==> config.mk <==
export PLATFORM = sky130hd
export DESIGN_NAME = memset_engine_flat
export DESIGN_NICKNAME = d
export VERILOG_FILES = /design/src/rtl/memset_engine_if.sv /design/src/rtl/memset_engine.sv /design/src/flat_wrapper.sv
export SDC_FILE = /design/constraint.sdc
export NUM_CORES = 1
export LEC_CHECK = 0
export ABC_AREA = 1
export CAP_MARGIN = 40
export CORE_ASPECT_RATIO = 1.75
export CORE_MARGIN = 2
export CORE_UTILIZATION = 49
export DETAILED_ROUTE_END_ITERATION = 16
export GPL_ROUTABILITY_DRIVEN = 0
export GPL_TIMING_DRIVEN = 0
export HOLD_SLACK_MARGIN = 0.12
export PLACE_DENSITY = 0.81
export SYNTH_ARGS = -nofsm -noshare
export SYNTH_HDL_FRONTEND = slang
export SYNTH_SLANG_ARGS = --single-unit
==> constraint.sdc <==
create_clock -name clk -period 2.27 [get_ports clk]
set_clock_uncertainty 0.05 [all_clocks]
set_input_delay 0.3405 -clock clk [delete_from_list [all_inputs] [get_ports clk]]
set_output_delay 0.3405 -clock clk [all_outputs]
set_load 0.05 [all_outputs]
==> src/rtl/memset_engine_if.sv <==
// ----------------------------------------------------------------------------
// memset_engine_if
// Write-only memory bus between the memset engine and a memory controller.
//   memory_controller_address      : write address        (engine -> memory)
//   memory_controller_write_enable : write strobe         (engine -> memory)
//   memory_controller_in           : write data           (engine -> memory)
//   mem_ready                      : write accepted now   (memory -> engine)
// Modports: master = engine side, slave = memory side.
// ----------------------------------------------------------------------------
interface memset_engine_if #(
    parameter int ADDR_WIDTH = 32,
    parameter int DATA_WIDTH = 32
) ();
    logic [ADDR_WIDTH-1:0] memory_controller_address;
    logic                  memory_controller_write_enable;
    logic [DATA_WIDTH-1:0] memory_controller_in;
    logic                  mem_ready;

    modport master (
        output memory_controller_address,
        output memory_controller_write_enable,
        output memory_controller_in,
        input  mem_ready
    );

    modport slave (
        input  memory_controller_address,
        input  memory_controller_write_enable,
        input  memory_controller_in,
        output mem_ready
    );
endinterface

==> src/rtl/memset_engine.sv <==
// ----------------------------------------------------------------------------
// memset_engine
// Fills n memory words starting at base address m with either a constant c
// (mode 0) or an incrementing pattern c, c+1, ... (mode 1). Address advances
// by STRIDE per word. The run can be cut short with abort.
// Ports:
//   clk, reset       : clock, synchronous active-high reset
//   start            : request a fill (only looked at while idle)
//   m, c, n, mode    : base address, fill value/seed, word count, pattern mode
//   abort            : end the fill early (only looked at while writing)
//   bus (master)     : write address/strobe/data out, mem_ready in
//   busy             : engine not idle
//   finish           : one-cycle completion pulse
//   aborted          : run ended by abort (valid with finish, held afterwards)
//   return_val       : base address of the completed run
//   words_written    : writes accepted during the last run
// ----------------------------------------------------------------------------
module memset_engine #(
    parameter int ADDR_WIDTH = 32,
    parameter int DATA_WIDTH = 32,
    parameter int LEN_WIDTH  = 32,
    parameter int STRIDE     = 1
) (
    input  logic                  clk,
    input  logic                  reset,
    input  logic                  start,
    input  logic [ADDR_WIDTH-1:0] m,
    input  logic [DATA_WIDTH-1:0] c,
    input  logic [LEN_WIDTH-1:0]  n,
    input  logic                  mode,
    input  logic                  abort,
    memset_engine_if.master       bus,
    output logic                  busy,
    output logic                  finish,
    output logic                  aborted,
    output logic [ADDR_WIDTH-1:0] return_val,
    output logic [LEN_WIDTH-1:0]  words_written
);

    typedef enum logic [1:0] {
        S_IDLE,
        S_SETUP,
        S_WRITE,
        S_DONE
    } state_t;

    localparam logic [ADDR_WIDTH-1:0] ADDR_STEP = ADDR_WIDTH'(STRIDE);

    state_t                r_state;
    logic [ADDR_WIDTH-1:0] r_base;
    logic [LEN_WIDTH-1:0]  r_len;
    logic                  r_mode;
    logic [LEN_WIDTH-1:0]  r_idx;
    logic [ADDR_WIDTH-1:0] r_addr;
    logic [DATA_WIDTH-1:0] r_data;
    logic                  r_we;
    logic                  r_busy;
    logic                  r_finish;
    logic                  r_aborted;
    logic [ADDR_WIDTH-1:0] r_return;
    logic [LEN_WIDTH-1:0]  r_words;

    wire w_last = (r_idx == r_len - LEN_WIDTH'(1));

    // Address and data are kept as running registers (base + i*STRIDE and
    // c + i) rather than recomputed from i, so no multiplier is needed and
    // the bus outputs come straight from flops. They are forced to zero
    // whenever the engine leaves WRITE.
    always_ff @(posedge clk) begin
        if (reset) begin
            r_state   <= S_IDLE;
            r_base    <= '0;
            r_len     <= '0;
            r_mode    <= 1'b0;
            r_idx     <= '0;
            r_addr    <= '0;
            r_data    <= '0;
            r_we      <= 1'b0;
            r_busy    <= 1'b0;
            r_finish  <= 1'b0;
            r_aborted <= 1'b0;
            r_return  <= '0;
            r_words   <= '0;
        end else begin
            r_finish <= 1'b0;
            unique case (r_state)
                S_IDLE: begin
                    if (start) begin
                        r_state <= S_SETUP;
                        r_busy  <= 1'b1;
                    end
                end
                S_SETUP: begin
                    r_base    <= m;
                    r_len     <= n;
                    r_mode    <= mode;
                    r_idx     <= '0;
                    r_words   <= '0;
                    r_aborted <= 1'b0;
                    r_return  <= '0;
                    if (n == '0) begin
                        // Empty fill: straight to completion, bus stays idle.
                        r_state  <= S_DONE;
                        r_finish <= 1'b1;
                        r_return <= m;
                    end else begin
                        r_state <= S_WRITE;
                        r_we    <= 1'b1;
                        r_addr  <= m;
                        r_data  <= c;
                    end
                end
                S_WRITE: begin
                    if (bus.mem_ready) begin
                        r_words <= r_words + LEN_WIDTH'(1);
                        r_idx   <= r_idx + LEN_WIDTH'(1);
                        r_addr  <= r_addr + ADDR_STEP;
                        if (r_mode) begin
                            r_data <= r_data + DATA_WIDTH'(1);
                        end
                    end
                    // A write accepted in the abort cycle is still counted
                    // above; the zeroing below overrides the address/data step.
                    if (abort || (bus.mem_ready && w_last)) begin
                        r_state   <= S_DONE;
                        r_finish  <= 1'b1;
                        r_return  <= r_base;
                        r_aborted <= abort;
                        r_we      <= 1'b0;
                        r_addr    <= '0;
                        r_data    <= '0;
                    end
                end
                S_DONE: begin
                    r_state <= S_IDLE;
                    r_busy  <= 1'b0;
                end
                default: begin
                    r_state <= S_IDLE;
                    r_busy  <= 1'b0;
                end
            endcase
        end
    end

    assign bus.memory_controller_address      = r_addr;
    assign bus.memory_controller_write_enable = r_we;
    assign bus.memory_controller_in           = r_data;

    assign busy          = r_busy;
    assign finish        = r_finish;
    assign aborted       = r_aborted;
    assign return_val    = r_return;
    assign words_written = r_words;

endmodule

==> src/flat_wrapper.sv <==
// flat-port wrapper written by rule: the top's interface ports become plain ports
module memset_engine_flat 
#(
    parameter int ADDR_WIDTH = 32,
    parameter int DATA_WIDTH = 32,
    parameter int LEN_WIDTH  = 32,
    parameter int STRIDE     = 1
)
  (clk, reset, start, m, c, n, mode, abort, busy, finish, aborted, return_val, words_written, bus_memory_controller_address, bus_memory_controller_write_enable, bus_memory_controller_in, bus_mem_ready);
  memset_engine_if #(.ADDR_WIDTH(ADDR_WIDTH), .DATA_WIDTH(DATA_WIDTH)) bus_i ();
  input  logic clk;
  input  logic reset;
  input  logic start;
  input  logic [ADDR_WIDTH-1:0] m;
  input  logic [DATA_WIDTH-1:0] c;
  input  logic [LEN_WIDTH-1:0] n;
  input  logic mode;
  input  logic abort;
  output logic busy;
  output logic finish;
  output logic aborted;
  output logic [ADDR_WIDTH-1:0] return_val;
  output logic [LEN_WIDTH-1:0] words_written;
  output wire logic [$bits(bus_i.memory_controller_address)-1:0] bus_memory_controller_address;
  output wire logic [$bits(bus_i.memory_controller_write_enable)-1:0] bus_memory_controller_write_enable;
  output wire logic [$bits(bus_i.memory_controller_in)-1:0] bus_memory_controller_in;
  input wire logic [$bits(bus_i.mem_ready)-1:0] bus_mem_ready;
  assign bus_memory_controller_address = bus_i.memory_controller_address;
  assign bus_memory_controller_write_enable = bus_i.memory_controller_write_enable;
  assign bus_memory_controller_in = bus_i.memory_controller_in;
  assign bus_i.mem_ready = bus_mem_ready;
  memset_engine #(.ADDR_WIDTH(ADDR_WIDTH), .DATA_WIDTH(DATA_WIDTH), .LEN_WIDTH(LEN_WIDTH), .STRIDE(STRIDE)) u_core (.clk(clk), .reset(reset), .start(start), .m(m), .c(c), .n(n), .mode(mode), .abort(abort), .bus(bus_i), .busy(busy), .finish(finish), .aborted(aborted), .return_val(return_val), .words_written(words_written));
endmodule
# [Word-level counts from Yosys, hierarchy flattened]
# Cells that the tools add are included.
# Widths: inputs -> output; s select.
[totals] register_bits=231 latchBits=0 ram_bits=0 romBits=0 inputBits=102 output_inout_bits=132 elab_cells=71 mem_count=0
[op_classes] add_sub_neg=5 n_mul=0 div_mod_pow=0 magnitude_cmp=0 eq_ne=10 shift=0 muxes=30 bitwise_logic=0 n_reduce_logical=13
[ops] op="$mux 32" count=11
[ops] op="$pmux 32 s2" count=5
[ops] op="$add 32x1->32 const B" count=4
[ops] op="$eq 32x32->1" count=1
[ops] op="$logic_not 32->1" count=1
[ops] op="$sub 32x1->32 const B" count=1
[ops] op="$pmux 1 s2" count=4
[ops] op="$pmux 2 s4" count=1
[ops] op="$reduce_and 2->1" count=4
[ops] op="$mux 1" count=7
[ops] op="$ne 2x2->1 const B" count=3
[ops] op="$reduce_and 3->1" count=2
[ops] op="$eq 2x2->1 const B" count=2
[ops] op="$mux 2" count=2
[ops] op="$reduce_and 4->1" count=1
[ops] op="$reduce_bool 2->1" count=2
[ops] op="$ne 3x1->1 const B" count=1
[ops] op="$ne 3x2->1 const B" count=1
[ops] op="$eq 2x1->1 const B" count=1
[ops] op="$logic_not 2->1" count=1
[ops] op="$ne 2x1->1 const B" count=1
[ops] op="$logic_and 1x1->1" count=1
[ops] op="$logic_or 1x1->1" count=1

# [Depth between registers and ports, before layout]
[depth] word_depth=6 depth_mapped=21 mapped_depth_nobuf=20

# [Worst setup path after synthesis]
# Ideal clock, no wire load.
[synth_timing] path_kind="reg-to-reg" from="register u_core.r_data[1], in the netlist u_core.bus.memory_controller_in[1]" to="register u_core.r_data[22], in the netlist u_core.bus.memory_controller_in[22]" setup_ns=0.064 t_arrival_ns=2.384 t_required_ns=2.156 path_slack_ns=-0.228 path_stages_with_launch=15 path_buffers=0 path_cell_list="dfxtp_1 ha_1 nand2_1 nor2_1 nand2_1 nor3_1 nand3_1 inv_1 nand4_1 xor2_1 inv_1 nand4_1 nand2_1 nor2_1 nor2_1"
[synth_via] elab_chain_len=5
[synth_rtl] item="from (decl)" line="memset_engine.sv:55" source="logic [DATA_WIDTH-1:0] r_data;"
[synth_rtl] item="from (signal assigned)" line="memset_engine.sv:119" source="r_data <= r_data + DATA_WIDTH'(1);"
[synth_rtl] item="$add 32x1->32" line="memset_engine.sv:119"
[synth_rtl] item="$mux 32" line="memset_engine.sv:118" source="if (r_mode) begin"
[synth_rtl] item="$mux 32" line="memset_engine.sv:114" source="if (bus.mem_ready) begin"
[synth_rtl] item="$mux 32" line="memset_engine.sv:124" source="if (abort || (bus.mem_ready && w_last)) begin"
[synth_rtl] item="$pmux 32 s2" line="memset_engine.sv:86" source="unique case (r_state)"
# Every way passes these cells. The select of a mux whose other input is x is not followed.
# A chain may end at the register's enable or synchronous reset.

# [Worst setup path after layout]
[layout_timing] from="register u_core.r_len[6]" to="register u_core.r_data[0], in the netlist u_core.bus.memory_controller_in[0]"
[layout_via] elab_chain_len=6 elab_cells_between_ends=9 classes_between="add/sub: 1; eq/ne: 3; mux: 2; reduce/logical: 3"
[layout_rtl] item="from (decl)" line="memset_engine.sv:51" source="logic [LEN_WIDTH-1:0] r_len;"
[layout_rtl] item="from (signal assigned)" line="memset_engine.sv:95" source="r_len <= n;"
[layout_rtl] item="$sub 32x1->32 *" line="memset_engine.sv:63" source="wire w_last = (r_idx == r_len - LEN_WIDTH'(1));"
[layout_rtl] item="$eq 32x32->1 *" line="memset_engine.sv:63"
[layout_rtl] item="$logic_and 1x1->1 *" line="memset_engine.sv:124"
[layout_rtl] item="$logic_or 1x1->1 *" line="memset_engine.sv:124"
[layout_rtl] item="$ne 3x1->1 (no line), or another cell as far along"
[layout_rtl] item="$reduce_and 4->1 (no line) / $pmux 32 s2 (equally long branches)"
# Every way passes the cells marked *; elsewhere a longest branch is shown, timed or not.

==> results summary <==
The clock latency at the later pin of the worst-skew pair is 0.56 ns. Summing all placed instances gives a cell area of 0.0166 mm^2. The layout has between 2000 and 2500 filler cells. The detail route stage leaves a number of antenna-violating nets equal to 0.

Power spread over the standard cell area amounts to 1370 mW/mm^2. The number of vias per cell after detailed routing is 5.66. During synthesis, Yosys emitted a total of 0 warnings. The checks that failed: setup timing. The area overhead of the layout relative to synthesis is 31.5%. The register cell area after layout came out at about 0.0047 mm^2. The setup slack of the most critical reg-to-reg path is -0.34 ns. The share of the yosys chip area belonging to registers came out at 33.7%. The core region is 0.0278 mm^2.

Measured along the y axis, the die boundary spans about 230 um. The pre-CTS setup slack is -1.05 ns. The max-cap check violation count came out at 0. The number of clock sinks is roughly 230.

The die extent in x came out at 131 um. Once routing completed, OpenROAD measured the worst setup slack at -0.340 ns. The number of hold buffers added after CTS is 0. The actual transition at the worst max-transition pin came out at 0.967 ns. The detailed-placement wirelength estimate came out at between 30 and 40 mm.

The largest stage delay on the critical path is around 0.37 ns. The number of antenna violations at the first check in global routing came out at 0. STA puts the critical path data required time at approximately 2.7 ns. The worst setup path is captured at a register. For the finished layout, the period the worst path requires is 2.61 ns. The fraction of post-synthesis cell area in the top cell type by area came out at 33.7%. The arrival time of data at the critical path endpoint came out at between 3 and 4 ns. The final count of pins violating max slew is 0. Setup repair after global routing could not meet its margin everywhere. The flow ran to the end, but the final reports show violations.

In the final routed layout, each cell accounts on average for 17.8 um. The overall die area is 0.0294 mm^2. The number of DRC violations after detailed-routing iteration 0 is 1496.

Entering global routing, the biggest net connects 16 pins. The startpoint identified for the worst register-to-register timing path is u_core.r_len[6]. The cell row count came out at ~80. In this run the clock root is driven by a sky130_fd_sc_hd__clkbuf_16. The count of boundary I/O pins came out at 234. The routed layout has 16100 vias. The combined global-route utilization of all metal layers came out at 33.4%. The count of buffers inserted at the top-level ports came out at 232. The number of levels in the clock H-tree is 1.

The origin of the worst setup path is u_core.r_len[6]. In this run the worst hold path is classified as in -> reg. The worst hold path terminates at u_core.r_base[29].

The clock transition time at the flip-flop clock pins of the worst setup and hold paths is around 0.060 ns. The final core utilization is 65.0%. The first-pass GRT wire length came out at 77.5 mm. The startpoint of the lowest-slack hold path is m[29].

The average footprint of a synthesized cell came out at 6.33 um^2. The clock tree from TritonCTS is done. For the worst flop-to-flop path, the logic depth is 17. The worst setup path is of the reg -> reg kind. The total routed wirelength is 50.5 mm. The maximum ir drop on the vdd rail came out at 1090 uV.

Of the cells placed in the final design, the portion with a size suffix greater than 1 is 9.52%. The count of endpoints failing hold in the final timing report came out at 0. The total overflow left after global routing is 0. Grouping stages by cell kind, the critical path spends the most delay in simple AND/OR/NAND/NOR gates.

Yosys attributes the largest share of cell area to sky130_fd_sc_hd__dfxtp_1 34%, sky130_fd_sc_hd__nand2_1 13%, sky130_fd_sc_hd__nor2_1 11%. The initial utilization of the core area, before any placement, comes to roughly half. The static power due to leakage is a little under 8 nW. Based on the critical path, the design can be clocked at up to 383 MHz. The area occupied by multi-input gates came out at 0.00804 mm^2.

After technology mapping, the gate count stands at 2168. The worst-path maximum fanout is 5. The number of detailed-routing iterations run before antenna repair came out at 8. The worst max-slew margin expressed relative to the limit is 35.5%. The number of antenna diodes came out at 0. The synthesized netlist occupies a cell area of 0.0137 mm^2. In this run the deepest clock path goes through 3 buffers. The remaining routing DRC violations is 0. The post-synthesis cell type count came out at 46. The CTS buffer count came out at 24. After synthesis the netlist holds a flip-flop and latch count of 231.

STA classifies the critical path startpoint as a register. The number of global-route vias before repair is 15600. Traced cell by cell, the critical path runs through nor2_4 > nand2_1 > nor2_4 > nand2_2 > inv_1 > nand2_1 > xor2_1 > nand2_1 > nor2_2 > nand3_4 > nand3_4 > buf_12 > nand2_8 > buf_4 > nand3_1 > nand2_1 > nor2_1. The final period utilization is 115%. The biggest area consumer among synthesized cells is sky130_fd_sc_hd__dfxtp_1. The number of buffers and inverters on the critical path is 3. Setup violations remaining at the end of the flow were counted as about 110. The endpoint identified for the worst register-to-register timing path is u_core.bus.memory_controller_in[0].

The design area came out at 0.0180 mm^2. In the final design database the tool counted between 2000 and 3000 nets. Among all stages on the critical path, the largest delay is contributed by sky130_fd_sc_hd__dfxtp_2.

Overall power consumption after layout is estimated at 0.0247 W. The cell occurring most often along the worst timing path is sky130_fd_sc_hd__nand2_1. Along the worst hold path, the cell count comes to 3. The post-synth net total came out at roughly 2300.
-- cells in the mapped netlist, drive strengths merged --
library cell,number
nor3,61
a21oi,106
xnor2,5
o21ai,147
o21bai,1
a221oi,3
nand3,126
dfxtp,231
buf,31
o21a,1
o221a,1
nor2,410
nand3b,5
a31oi,3
ha,9
o22ai,1
nand4,64
and2,1
a32o,1
a22o,13
nor3b,5
or2,6
a21boi,2
clkbuf,65
xor2,79
a22oi,1
nor4,26
a311oi,1
o31ai,19
nand2,465
a211oi,15
inv,264
-- layout by cell type (no fill, tap or decap), types with 28 or more instances in the layout --
cell                              instances
sky130_fd_sc_hd__nand3_1                115
sky130_fd_sc_hd__dfxtp_2                 33
sky130_fd_sc_hd__o21ai_1                 28
sky130_fd_sc_hd__nand2_1                451
sky130_fd_sc_hd__nor2_1                 369
sky130_fd_sc_hd__clkbuf_1                61
sky130_fd_sc_hd__xor2_1                  79
sky130_fd_sc_hd__o21ai_0                118
sky130_fd_sc_hd__nor3_1                  46
sky130_fd_sc_hd__clkdlybuf4s50_1        223
sky130_fd_sc_hd__nand4_1                 64
sky130_fd_sc_hd__dfxtp_1                198
sky130_fd_sc_hd__a21oi_1                106
sky130_fd_sc_hd__inv_1                  253
-- registers in the layout (all words and copies together), names as in the netlist, 2 cells and up --
name                                  cells
u_core.r_state                            2
u_core.bus.memory_controller_address     32
u_core.r_idx                             32
u_core.words_written                     32
u_core.r_base                            32
u_core.r_len                             32
u_core.return_val                        32
u_core.bus.memory_controller_in          32
-- worst reg2reg max path, delay by kind of cell (launching register included) --
| family | cells | cell delay, ns |
|---|---|---|
| xor gates and xnor gates | 1 | 0.18 |
| buffers and inverters | 3 | 0.41 |
| DFF | 1 | 0.37 |
| and+or+nand+nor | 13 | 1.53 |
-- power breakdown --
part | internal [W] | switching [W]
Sequential | 0.00523 | 0.00127
Clock | 0.00225 | 0.00177
Combinational | 0.00469 | 0.00944
-- worst max path at each step --
| stage | to | cells after the start |
|---|---|---|
| final | u_core.bus.memory_controller_in[0] | 17 |
| after global routing | u_core.bus.memory_controller_in[12] | 18 |
| after CTS | u_core.bus.memory_controller_in[12] | 18 |
| after detailed placement | u_core.finish | 14 |
| after global placement | u_core.bus.memory_controller_address[24] | 12 |
| after floorplan | u_core.bus.memory_controller_in[22] | 14 |
-- timing repair --
| action | 4_1_cts | 5_1_grt |
|---|---|---|
| hold endpoints to repair | 0 | 0 |
| gates resized for setup | 94 | 78 |
| gates cloned | 2 | 0 |
| buffers inserted | 17 | 6 |
| pin swaps | 21 | 14 |
| setup endpoints to repair | 177 | 169 |
-- routing by layer --
metal / vias to the layer above / track usage [%] / share of wire (%)
li1: 7569 / - / -
met5: - / 0 / 0
met2: 904 / 60.2 / 51
met4: 0 / 24.3 / 8.0
met3: 287 / 4.53 / 7.1
met1: 7306 / 34.5 / 34
-- layout make-up --
cell class,count,share of cell area [%]
multi-input cells,1577,44.6
clock inverters,12,0.860
inverters,264,5.53
repair buffers,257,14.3
clock buffers,31,3.53
plain buffers,96,2.79
flip-flops and latches,231,25.9
well taps,373,2.59
-- cell families after synthesis --
group                    Yosys count  synth area share, %
AO/OA/AOI/OAI                    315                 12.8
XOR/XNOR                          84                 5.36
adder cells (fa/ha/maj)            9                0.821
buffers and inverters            360                 10.5
flip-flops                       231                 33.7
AND/OR/NAND/NOR                 1169                 36.8
-- stage by stage --
| stage | TNS (ns) | cells | hold WS [ns] |
|---|---|---|---|
| final | -28.54 | 2841 | 0.317 |
| after global routing | -44.81 | 2841 | 0.337 |
| after CTS | -22.54 | 2835 | 0.308 |
| after detailed placement | -96.23 | 2773 | 0.408 |
| after global placement | -93.81 | 2773 | 0.405 |
| after floorplan | -0.0112 | 2168 | 0.399 |
(Power assumes the default switching activity.)
